===== config.mk =====
export PLATFORM = sky130hd
export DESIGN_NAME = fifo_stream_reader
export DESIGN_NICKNAME = d
export VERILOG_FILES = /design/src/rtl/fifo_stream_reader.sv
export SDC_FILE = /design/constraint.sdc
export NUM_CORES = 1
export LEC_CHECK = 0
export CELL_PAD_IN_SITES_DETAIL_PLACEMENT = 2
export CELL_PAD_IN_SITES_GLOBAL_PLACEMENT = 2
export CORE_UTILIZATION = 33
export CTS_CLUSTER_SIZE = 20
export DETAILED_ROUTE_END_ITERATION = 7
export PLACE_DENSITY = 0.74
export SYNTH_ARGS = -nofsm -noshare
export SYNTH_HDL_FRONTEND = slang
export SYNTH_SLANG_ARGS = --single-unit

===== constraint.sdc =====
create_clock -name clk -period 1.9 [get_ports clk]
set_input_delay 0.475 -clock clk [delete_from_list [all_inputs] [get_ports clk]]
set_output_delay 0.475 -clock clk [all_outputs]
set_load 0.05 [all_outputs]

===== src/rtl/fifo_stream_reader.sv =====
// fifo_stream_reader: read-side consumer for a synchronous FIFO with 1-cycle
// registered read latency. Issues reads against a credit count (buffered +
// in-flight words) so the skid buffer can never overflow, and re-presents the
// words on a valid/ready stream. fifo_rd_en depends only on registered state
// and fifo_empty, so m_ready never reaches the FIFO combinationally.
module fifo_stream_reader #(
    parameter int WIDTH      = 3,
    parameter int SKID_DEPTH = 3,
    parameter int CNT_W      = 8
) (
    input  logic             clk,
    input  logic             rst,
    input  logic             fifo_empty,
    input  logic [WIDTH-1:0] fifo_data,
    output logic             fifo_rd_en,
    output logic             m_valid,
    output logic [WIDTH-1:0] m_data,
    input  logic             m_ready,
    output logic [CNT_W-1:0] word_cnt
);

    localparam int PTR_W = (SKID_DEPTH > 1) ? $clog2(SKID_DEPTH) : 1;
    localparam int OCC_W = $clog2(SKID_DEPTH + 1);
    localparam logic [PTR_W-1:0] LAST_PTR  = PTR_W'(SKID_DEPTH - 1);
    localparam logic [OCC_W:0]   DEPTH_CMP = (OCC_W + 1)'(SKID_DEPTH);

    // Registered state
    logic                 run_reg;       // low during reset and its first clock
    logic                 inflight_reg;  // read issued last cycle, data arrives now
    logic [OCC_W-1:0]     occ_reg, occ_next;
    logic [PTR_W-1:0]     head_reg, head_next;
    logic [PTR_W-1:0]     tail_reg, tail_next;
    logic [CNT_W-1:0]     cnt_reg, cnt_next;
    logic [WIDTH-1:0]     mem [SKID_DEPTH];

    logic                 capture;
    logic                 pop;
    logic [OCC_W:0]       credit_sum;

    // Circular pointer advance, wrapping at SKID_DEPTH (need not be a power of two)
    function automatic logic [PTR_W-1:0] ptr_inc(input logic [PTR_W-1:0] p);
        if (p == LAST_PTR) begin
            return '0;
        end
        return p + PTR_W'(1);
    endfunction

    // Read request and stream-side outputs from registered state only
    always_comb begin
        credit_sum = {1'b0, occ_reg} + {{OCC_W{1'b0}}, inflight_reg};
        fifo_rd_en = run_reg && !fifo_empty && (credit_sum < DEPTH_CMP);
        m_valid    = (occ_reg != '0);
        m_data     = mem[head_reg];
        word_cnt   = cnt_reg;
        capture    = inflight_reg;
        pop        = m_valid && m_ready;
    end

    // Next-state for occupancy, pointers and delivered-word counter
    always_comb begin
        occ_next  = occ_reg;
        head_next = head_reg;
        tail_next = tail_reg;
        cnt_next  = cnt_reg;
        if (capture && !pop) begin
            occ_next = occ_reg + OCC_W'(1);
        end else if (!capture && pop) begin
            occ_next = occ_reg - OCC_W'(1);
        end
        if (capture) begin
            tail_next = ptr_inc(tail_reg);
        end
        if (pop) begin
            head_next = ptr_inc(head_reg);
            cnt_next  = cnt_reg + CNT_W'(1);
        end
    end

    // State registers; reset discards buffered and in-flight words
    always_ff @(posedge clk or posedge rst) begin
        if (rst) begin
            run_reg      <= 1'b0;
            inflight_reg <= 1'b0;
            occ_reg      <= '0;
            head_reg     <= '0;
            tail_reg     <= '0;
            cnt_reg      <= '0;
        end else begin
            run_reg      <= 1'b1;
            inflight_reg <= fifo_rd_en;
            occ_reg      <= occ_next;
            head_reg     <= head_next;
            tail_reg     <= tail_next;
            cnt_reg      <= cnt_next;
        end
    end

    // Skid buffer storage: the word read last cycle lands at the tail
    always_ff @(posedge clk or posedge rst) begin
        if (rst) begin
            for (int i = 0; i < SKID_DEPTH; i++) begin
                mem[i] <= '0;
            end
        end else if (capture) begin
            mem[tail_reg] <= fifo_data;
        end
    end

endmodule

; Word level (Yosys, flattened, before mapping)
; Index checks and enable logic that the tools add are counted.
[totals]
register_bits = 25
input_bits = 7
out_inout_bits = 13
wordCells = 50
[classes]
n_addsub = 6
magnitude_cmp = 4
eq_ne = 2
mux = 16
bitwise_logic = 2
reduce_logical = 11
[op_table]
columns = op, count
row1 = two-way mux 2 bit, 6
row2 = bitwise mux 9 bit, 1
row3 = two-way mux 3 bit, 3
row4 = adder 8 x 1 -> 8 bit (second input constant), 1
row5 = adder 2 x 1 -> 2 bit (second input constant), 3
row6 = binary-select mux 3 bit (select 2 bit), 1
row7 = demux 3 bit (select 2 bit), 1
row8 = greater-or-equal comparator 3 bit (second input constant), 2
row9 = logical AND 1 bit, 6
row10 = NOT 2 -> 3 bit, 2
row11 = equality test 2 bit (second input constant), 2
row12 = two-way mux 1 bit, 4
row13 = nonzero test 2 bit, 2
row14 = adder 2 x 1 -> 3 bit, 1
row15 = logical NOT 1 bit, 3
row16 = < comparator 3 x 1 -> 1 bit (second input constant), 1
row17 = < comparator 3 x 2 -> 1 bit (second input constant), 1
row18 = subtractor 2 x 1 -> 2 bit (second input constant), 1

; Longest topological paths before layout
; Gate-level depths: netlist of run 1.
[depth]
ltp_word = 6
ltp_mapped = 6
mapped_depth_nobuf = 6

; Worst setup path after synthesis of run 1
; Ideal clock, no wire load.
[synth_path]
path_kind = register -> output
startpoint = register occ_reg[0]
endpoint = output fifo_rd_en
arrival_ns = 3.449
t_required_ns = 1.425
slack_ns = -2.024
path_stages_with_launch = 4
n_path_buf = 0
cell_sequence = dfrtp_1 ha_1 ha_1 a2111oi_0
[synth_between]
elab_chain_len = 3
[synth_rtl]
columns = item, line
row1 = from (decl), 30  ; logic [OCC_W-1:0] occ_reg, occ_next;
row2 = from (signal assigned), 91  ; occ_reg <= occ_next;
row3 = adder 2 x 1 -> 3 bit, 50  ; credit_sum = {1'b0, occ_reg} + {{OCC_W{1'b0}}, inflight_reg};
row4 = < comparator 3 x 2 -> 1 bit, 51  ; fifo_rd_en = run_reg && !fifo_empty && (credit_sum < DEPTH_CMP);
row5 = logical AND 1 bit, 51
row6 = to (decl), 15  ; output logic fifo_rd_en,
; No other way between the ends.

; Worst setup path after layout of run 1
; Ends and elaborated chain as after synthesis.

==> flow_summary.yaml, run 1 <==
status:
  status: "finished, violations left"
  violations: "setup timing"
yosys:
  ys_seq_area_frac: 0.567
  synth_xor_area_frac: 0.0794
  synthMuxAreaShare: 0.119
  yosys.area_share.simple: 0.112
  synthesis.area_sq_um: 1100
  avgSynthCellArea_sq_um: 12.0
  synth_compound_area_frac: 0.0533
  synth_nets: 103
  synth-seq-cells: 25
  ys_types: 24
  synth_edf_count: 0
  synth_top_family_by_area: "multiplexers"
  synthFlopType: "dfrtp_1"
  ys_async_sr_fraction: 1.00
  synth_adder_area_share: 0.0454
  yosys_warnings: 0
  netlist_instances: 92
pwr:
  comb_power_share: 0.575
  internal_power_uw: 1630
  p_sw_frac: 0.445
  leakage_uw: 0.000690
  p_per_area_nw_per_um2: 1920
  vdd_drop_max_v: 0.000804
  p_switching_uw: 1310
  seq_power_share: 0.341
  clock_power_share: 0.084
  finalPower_uw: 2930
timing:
  fin_tns_setup_ps: -279
  min_period_over_period: 1.15
  holdWs_ps: 484
  fmax_mhz: 459
  setup_slack_ps: -279
  rsz0062_at_grt: "true"
  skew_ps: 7.19
  period_needed_ps: 2180
  hold_viol_final: 0
  maxSlewViolCount: 0
  finalSetupViolations: 1
finish:
  fin_util: 0.491
  diodes: 0
  drive_above_1_share: 0.402
  syn_to_final_growth_pct: 38.1
  final_cells: 166
  final_nets: 134
  largest-register: "mem"
  largest_reg_flops: 9
worst_setup_path:
  r2r-start: "capture$_DFF_PP0_"
  cp-end-kind: "primary output"
  reg2reg_to: "mem[7]$_DFFE_PP0P_"
  crit_required_ps: 1420
  arrival_ps: 1700
  critical_path_class: "reg2out"
  cp_max_fo: 2
  start_kind: "flip-flop"
  r2r_slack_ps: 340
  r2r_cells: 5
global_route:
  use_met3: 0.0519
  use_met2: 0.322
  grt_pass1_vias: 929
  grtUsageMet1: 0.182
  busiest_layer: "met2"
  track_usage: 0.172
  grt_pass1_wl_um: 4280
  grt_max_degree: 26
  antenna_found_initial: 0
  grt.overflow.total: 0
hold_path:
  min-delay-start: "word_cnt[7]$_DFFE_PP0P_"
  holdPathStages: 1
  hold_path_end: "word_cnt[7]$_DFFE_PP0P_"
  hold_path.class: "reg2reg"
routing:
  vias: 795
  wl_um: 2550
  drt-wirelength-per-cell_um: 15.3
  route.detailed.drc: 0
  post_drt_via_cell_ratio: 4.79
  drtIter0Drc: 28
  final_antenna_net_count: 0
  first_pass_iters: 4
floorplanning:
  die_h_um: 59.8
  num_rows: 20
  die_area_sq_um: 3580
  die_x_um: 59.8
  start_util: 0.356
  io_pins: 20
  coreArea_sq_um: 3100
cts:
  numClockSinks: 25
  cts.path.max_buffers: 2
  hold_buffers: 0
  htreeDepth: 1
  cts_made_buffers: 3
  root_buffer: "clkbuf_4"
  clk_pin_slew_worst_paths_ps: 140
  clock_latency_ps: 330
  tritoncts: "yes"
place:
  dpl.hpwl_um: 1890
  gp_congestion: 0.707
  placed_cells: 161
  io_buffer_count: 19
job:
  maxCapViolCount: 0
-- power by group through the flow --
stage / Sequential [uW] / Combinational (uW) / Clock [uW]
after floorplan: 1140 / 777 / 0
after global placement: 955 / 1530 / 0
after detailed placement: 988 / 1580 / 0
after CTS: 990 / 1670 / 259
after global routing: 1040 / 1800 / 281
final: 1000 / 1690 / 247
-- cells by family after synthesis --
logic type,Yosys count
flops,25
simple gates,25
mux,12
xor+xnor,10
compound gates,9
buf+inv,6
fa+ha+maj,4
other cells,1
-- worst max-delay path: stages (launching register included) --
cell and delay (ps):
dfrtp_1 410, ha_2 200, ha_4 220, a2111oi_4 360, buf_12 180
-- per-layer routing --
| metal | routed length, um | vias up | part of all wire |
|---|---|---|---|
| met5 | 0 | - | 0 |
| met4 | 29 | 0 | 0.011 |
| met3 | 93 | 4 | 0.037 |
| met2 | 1370 | 14 | 0.54 |
| met1 | 1060 | 403 | 0.42 |
| li1 | - | 374 | - |
-- worst max-delay path by stage --
stage | start | endpoint | slack [ps]
final | occ_reg[0]$_DFFE_PP0P_ | fifo_rd_en | -280
after global routing | occ_reg[0]$_DFFE_PP0P_ | fifo_rd_en | -360
after CTS | occ_reg[0]$_DFFE_PP0P_ | fifo_rd_en | -290
after detailed placement | occ_reg[0]$_DFFE_PP0P_ | fifo_rd_en | -80
after global placement | occ_reg[0]$_DFFE_PP0P_ | fifo_rd_en | -30
after floorplan | occ_reg[0]$_DFFE_PP0P_ | fifo_rd_en | -270
-- cell usage after synthesis (2+ instances only) --
cell type,number,area (sq um)
dfrtp_1,25,626
ha_1,4,50.1
inv_1,4,15.0
mux2_2,9,101
mux2i_1,3,30.0
nand2_1,10,37.5
nand3_1,2,10.0
nand4_1,3,18.8
nor2_1,2,7.51
nor3_1,4,20.0
o21ai_0,5,25.0
xnor2_1,5,43.8
xor2_1,5,43.8
-- metrics by stage --
| stage | instance area, sq um | setup slack, ps |
|---|---|---|
| global route | 1520 | -357 |
| floorplan | 1120 | -271 |
| finish | 1520 | -279 |
| global placement | 1430 | -33.6 |
| detailed placement | 1430 | -80.3 |
| CTS | 1510 | -291 |
-- cell usage in the layout, fill, tap and decap left out, types with 3 or more instances in the layout --
| cell type | netlist | final |
|---|---|---|
| nand2_1 | 10 | 10 |
| nand4_1 | 3 | 3 |
| buf_12 | 0 | 4 |
| o21ai_2 | 0 | 3 |
| clkbuf_4 | 0 | 3 |
| dfrtp_1 | 25 | 24 |
| buf_4 | 0 | 16 |
| nor3_1 | 4 | 4 |
| mux2i_2 | 0 | 3 |
| inv_1 | 4 | 4 |
| xnor2_1 | 5 | 5 |
| xor2_1 | 5 | 5 |
| clkdlybuf4s50_1 | 0 | 6 |
| mux2_2 | 9 | 9 |
-- final cells by class --
| type | count | area, sq um |
|---|---|---|
| Timing Repair Buffer | 27 | 275 |
| Sequential cell | 25 | 627 |
| Clock buffer | 4 | 26.3 |
| Tap cell | 44 | 55.1 |
| Inverter | 5 | 18.8 |
| Multi-Input combinational cell | 61 | 522 |
| Fill cell | 321 | 1580 |
-- timing repair --
action,CTS,global route
resized for setup,8,6
pin swaps,1,0
setup endpoints to repair,4,5
endpoints found under the hold margin,0,0
buffers inserted,2,1
Note: power is estimated with default switching activity, not from simulation.
==> inputs of run 2 (changes only) <==
- RECOVER_POWER: unset -> 50
- SLEW_MARGIN: unset -> 20
==> flow_summary.yaml, run 2 (synthesis results as in run 1) <==
status:
  status: "finished, violations left"
  violations: "setup timing"
timing:
  slew_headroom: 0.572
  maxSlewViolCount: 0
  skew_ps: 7.39
  setup_slack_ps: -279
  worst_slew_pin_slew_ps: 641
  rsz0062_at_grt: "true"
  hold_viol_final: 0
  period_needed_ps: 2180
  min_period_over_period: 1.15
  finalSetupViolations: 1
  fmax_mhz: 459
worst_setup_path:
  crit_chain: "ha_2 > ha_4 > a2111oi_4 > buf_12"
  r2r_slack_ps: 250
  max_stage_delay_ps: 410
  cp_top_family: "adder cells"
  startpoint: "occ_reg[0]$_DFFE_PP0P_"
  cp_max_fo: 2
  r2r-start: "capture$_DFF_PP0_"
  crit_required_ps: 1420
  critical_path_class: "reg2out"
  cp_slowest_cell: "dfrtp_1"
  reg2reg_to: "mem[7]$_DFFE_PP0P_"
  crit_cells: 4
  endpoint: "fifo_rd_en"
  cp-end-kind: "primary output"
  r2r_cells: 5
  start_kind: "flip-flop"
  worst-path-buf-inv: 1
  arrival_ps: 1700
floorplanning:
  die_x_um: 59.8
  die_area_sq_um: 3580
  coreArea_sq_um: 3100
  start_util: 0.356
  num_rows: 20
  die_h_um: 59.8
  io_pins: 20
cts:
  root_buffer: "clkbuf_4"
  clock_latency_ps: 330
  numClockSinks: 25
  cts.path.max_buffers: 2
  cts_made_buffers: 3
  clk_pin_slew_worst_paths_ps: 140
  htreeDepth: 1
  hold_buffers: 0
  tritoncts: "yes"
pwr:
  p_sw_frac: 0.446
  p_per_area_nw_per_um2: 1930
  p_switching_uw: 1300
  internal_power_uw: 1620
  clock_power_share: 0.084
  comb_power_share: 0.574
  vdd_drop_max_v: 0.000803
  seq_power_share: 0.342
  leakage_uw: 0.000686
  finalPower_uw: 2930
global_route:
  grt_max_degree: 26
  grt.overflow.total: 0
  antenna_found_initial: 0
  track_usage: 0.172
  grt_pass1_wl_um: 4280
  grt_pass1_vias: 929
place:
  io_buffer_count: 19
  dpl.hpwl_um: 1890
  gp_congestion: 0.707
  placed_area_sq_um: 1430
finish:
  mostFrequentLayoutCell: "dfrtp_1"
  register_area_sq_um: 627
  drive_above_1_share: 0.393
  diodes: 0
  largest_reg_flops: 9
  largest-register: "mem"
  nFillCells: 324
  multi_input_area_sq_um: 522
  final_nets: 134
  final_cell_mix: "dfrtp_1, buf_4, nand2_1, mux2_2"
  design_area_sq_um: 1520
  syn_to_final_growth_pct: 37.5
routing:
  vias: 787
  first_pass_iters: 4
  wl_um: 2530
  drt-wirelength-per-cell_um: 15.3
  final_antenna_net_count: 0
  route.detailed.drc: 0
  post_drt_via_cell_ratio: 4.74
  drtIter0Drc: 28
job:
  maxCapViolCount: 0
hold_path:
  hold_path.class: "reg2reg"
-- run 2: cell types whose count changed in the layout (fill, tap and decap cells not counted) --
cell	previous run	this run
clkdlybuf4s50_1	6	5
clkbuf_2	0	1
clkbuf_1	1	2
dlygate4sd3_1	0	1
buf_4	16	14
-- run 2: worst reg2reg max path: stages (launching register included) --
cell and delay [ps]:
dfrtp_1 370, clkbuf_1 180, inv_1 100, nor3_1 400, buf_4 200, mux2_2 320
-- run 2: layer usage --
metal,up-vias,share of wire,wire length (um),track usage
met5,-,0,0,0
met3,2,0.035,88,0.0519
li1,372,-,-,-
met2,14,0.54,1370,0.322
met4,0,0.0059,15,0.0498
met1,399,0.42,1060,0.182
-- run 2: through the flow --
stage / util / hold slack, ps / std cells / worst slack (ps) / setup TNS, ps
6_report: 0.489 / 484 / 166 / -279 / -279
5_1_grt: 0.489 / 519 / 166 / -357 / -405
4_1_cts: 0.487 / 489 / 167 / -291 / -336
3_5_place_dp: 0.462 / 466 / 161 / -80.3 / -80.3
3_3_place_gp: 0.462 / 458 / 161 / -33.6 / -33.6
2_1_floorplan: - / 479 / 92 / -271 / -271
-- run 2: area by class of cell --
cell class | count | area share
Sequential cell | 25 | 0.413
Multi-Input combinational cell | 61 | 0.344
Timing Repair Buffer | 27 | 0.177
Tap cell | 44 | 0.0363
Clock buffer | 4 | 0.0173
Inverter | 5 | 0.0124
-- run 2: power groups by stage --
| stage | combinational (uW) | clock, uW | sequential (uW) |
|---|---|---|---|
| 6_report | 1680 | 247 | 1000 |
| 5_1_grt | 1800 | 281 | 1040 |
| 4_1_cts | 1670 | 259 | 990 |
| 3_5_place_dp | 1580 | 0 | 988 |
| 3_3_place_gp | 1530 | 0 | 955 |
| 2_1_floorplan | 777 | 0 | 1140 |
-- run 2: what timing repair did --
action                     CTS  global route
setup endpoints to repair    4             5
pin swaps                    1             0
setup buffers                2             1
resized for setup            8             6
-- run 2: worst min-delay path by stage --
stage | startpoint | end | slack, ps | depth (start not counted)
global route | word_cnt[7]$_DFFE_PP0P_ | word_cnt[7]$_DFFE_PP0P_ | 520 | 1
global placement | word_cnt[7]$_DFFE_PP0P_ | word_cnt[7]$_DFFE_PP0P_ | 460 | 1
floorplan | mem[3]$_DFFE_PP0P_ | mem[3]$_DFFE_PP0P_ | 480 | 1
detailed placement | word_cnt[7]$_DFFE_PP0P_ | word_cnt[7]$_DFFE_PP0P_ | 470 | 1
finish | word_cnt[7]$_DFFE_PP0P_ | word_cnt[7]$_DFFE_PP0P_ | 480 | 1
CTS | word_cnt[7]$_DFFE_PP0P_ | word_cnt[7]$_DFFE_PP0P_ | 490 | 1
==> edit, RTL diff (flow settings as in run 2) <==
`WIDTH`: 3 -> 5.
--- a/src/rtl/fifo_stream_reader.sv
+++ b/src/rtl/fifo_stream_reader.sv
@@ -6,3 +6,3 @@
 module fifo_stream_reader #(
-    parameter int WIDTH      = 3,
+    parameter int WIDTH      = 5,
     parameter int SKID_DEPTH = 3,
Interface: changed (resized fifo_data and m_data); port bits go from 20 to 24. No check against the original RTL was run, so the function may have changed too.
==> edit against run 2 <==
  * The flow still finishes with violations (setup timing)
  * Cell area is 27% higher
  * Wire length is 31% higher
  * Synthesized area is 25% higher
  * Total power is 35% higher
  * Sequential share of layout area is 1.0 points lower
  * Combinational power is 33% higher
  * Setup slack better by 0.049 ns
  * Critical path depth stayed put
  * Sequential cell count is 6 higher
  * Critical path type unchanged
  * Largest cell class unchanged
==> edit: results (changes against run 2) <==
Parameter                              Value

Logic synthesis
  Post-synthesis sequential area ratio    56.26% (was 56.69%)
  Cell types with the largest area share after synthesis    sky130_fd_sc_hd__dfrtp_1 56%, sky130_fd_sc_hd__mux2_2 8.2%, sky130_fd_sc_hd__mux2_4 5.4%, sky130_fd_sc_hd__xnor2_1 4.4%, sky130_fd_sc_hd__ha_1 3.6% (was sky130_fd_sc_hd__dfrtp_1 57%, sky130_fd_sc_hd__mux2_2 9.2%, sky130_fd_sc_hd__ha_1 4.5%, sky130_fd_sc_hd__xnor2_1 4.0%, sky130_fd_sc_hd__xor2_1 4.0%)
  Syn Nets    122 (was 103)
  Cell variety after synth    28 (was 24)
  Fraction of synthesized cell area in xor and xnor cells    6.352% (was 7.937%)
  Netlist area before placement    1379 sq um (was 1104 sq um)
  Compound-cell area share of the yosys netlist    5.626% (was 5.329%)
  Most used standard cells in the synthesized netlist    31 x sky130_fd_sc_hd__dfrtp_1, 13 x sky130_fd_sc_hd__nand2_1, 10 x sky130_fd_sc_hd__mux2_2 (was 25 x sky130_fd_sc_hd__dfrtp_1, 10 x sky130_fd_sc_hd__nand2_1, 9 x sky130_fd_sc_hd__mux2_2)

Clock tree
  H-tree depth    2 (was 1)
  Clk pin slew, worst setup/hold paths    0.07 ns (was 0.14 ns)
  Root buffer cell    sky130_fd_sc_hd__clkbuf_8 (was sky130_fd_sc_hd__clkbuf_4)
  Number of CTS-inserted buffers    5 (was 3)
  Clock insertion delay at the later pin of the skew report    0.29 ns (was 0.33 ns)

Status
  Failing checks    setup timing (unchanged)
  Outcome    finished, violations left (unchanged)

Finish
  Number of buffers outside the clock class in the layout    35 (was 27)
  Number of combinational gates with multiple inputs    71 (was 61)
  Fraction of area in multi-input gates    32.84% (was 34.38%)
  Number of nets at the end of the flow    162 (was 134)
  Clock Network Area Fraction    4.218% (was 1.731%)
  Fillers    405 (was 324)
  Signal buf overhead    18.43% (was 17.72%)
  Clock buffer count in the final layout    7 (was 4)
  Area taken by flip-flops and latches    777.0 sq um (was 626.9 sq um)

Worst setup path
  Signal arrival time at the worst endpoint    1.65 ns (was 1.70 ns)
  Slack of the worst reg-to-reg path    0.28 ns (was 0.25 ns)

STA
  Least setup slack across all paths after layout    -0.2292 ns (was -0.2786 ns)
  Clock skew after layout    0.009437 ns (was 0.007389 ns)
  Count of endpoints failing setup in the final report    1 (unchanged)

Place
  Placed wire-length estimate    2390 um (was 1895 um)
  Area after DPL    1836 sq um (was 1434 sq um)
  Pre-CTS WS    0.02152 ns (was -0.08031 ns)
  Last weighted congestion value of the routability-driven placer    0.6825 (was 0.7073)

Global route
  First-pass GRT wire length    5520 um (was 4284 um)
  Maximum number of pins on one net before global-route repair    32 (was 26)
  Number of global-route vias before repair    1,088 (was 929)

Route
  Initial DRT Pass Iterations    3 (was 4)
  Vias per cell    4.845 (was 4.741)
  Met3 wire length    134 um (was 88 um)
  Length of routed wiring on met1    1398 um (was 1055 um)

Power
  Leakage power of the design    0.0008856 uW (was 0.0006858 uW)
## edit: changes by cell type in the layout (fill, tap and decap cells not counted), sizes merged, moves of 2 or more
cell and delta:
dfrtp +6, mux2 +6, buf +5, clkbuf +4
nand2 +3, mux2i +2, nor3 -2, o21ai +2
xnor2 +2, xor2 -2
## edit: logic make-up after synthesis
logic type,after synthesis
mux,20
compound gates,12
simple gates,24
fa+ha+maj,4
buf+inv,7
flops,31
other cells,1
xor+xnor,10
## edit: how the worst min path moves through the flow
stage | to | slack (ns)
after global placement | word_cnt[7] | 0.46
after floorplan | mem[5] | 0.48
after CTS | word_cnt[7] | 0.48
after detailed placement | word_cnt[7] | 0.47
final | word_cnt[7] | 0.47
after global routing | word_cnt[7] | 0.51
## edit: power groups by stage
stage / registers [uW] / logic (uW) / clock network (uW)
finish: 1200 / 2240 / 507
global route: 1240 / 2380 / 561
CTS: 1190 / 2260 / 527
detailed placement: 1210 / 2220 / 0
global placement: 1180 / 2150 / 0
floorplan: 1380 / 1130 / 0
## edit: routing by layer
metal	vias up	global-route usage [%]
met1	497	20.26
met2	14	30.93
met5	-	0
li1	453	-
met3	5	6.678
met4	0	7.979
## edit: what timing repair did
action | CTS | global route
hold buffers | 0 | 0
setup endpoints to repair | 2 | 6
gates resized for setup | 0 | 6
buffers inserted | 1 | 0
pin swaps | 0 | 1
## edit: metrics by stage
step | power [uW] | TNS (ns) | std cells | hold WS (ns)
after floorplan | 2509 | -0.1223 | 109 | 0.4792
after detailed placement | 3425 | 0 | 191 | 0.4713
final | 3950 | -0.2292 | 200 | 0.4694
after global placement | 3327 | 0 | 191 | 0.4625
after global routing | 4186 | -0.3112 | 200 | 0.5051
after CTS | 3979 | -0.2644 | 200 | 0.4806
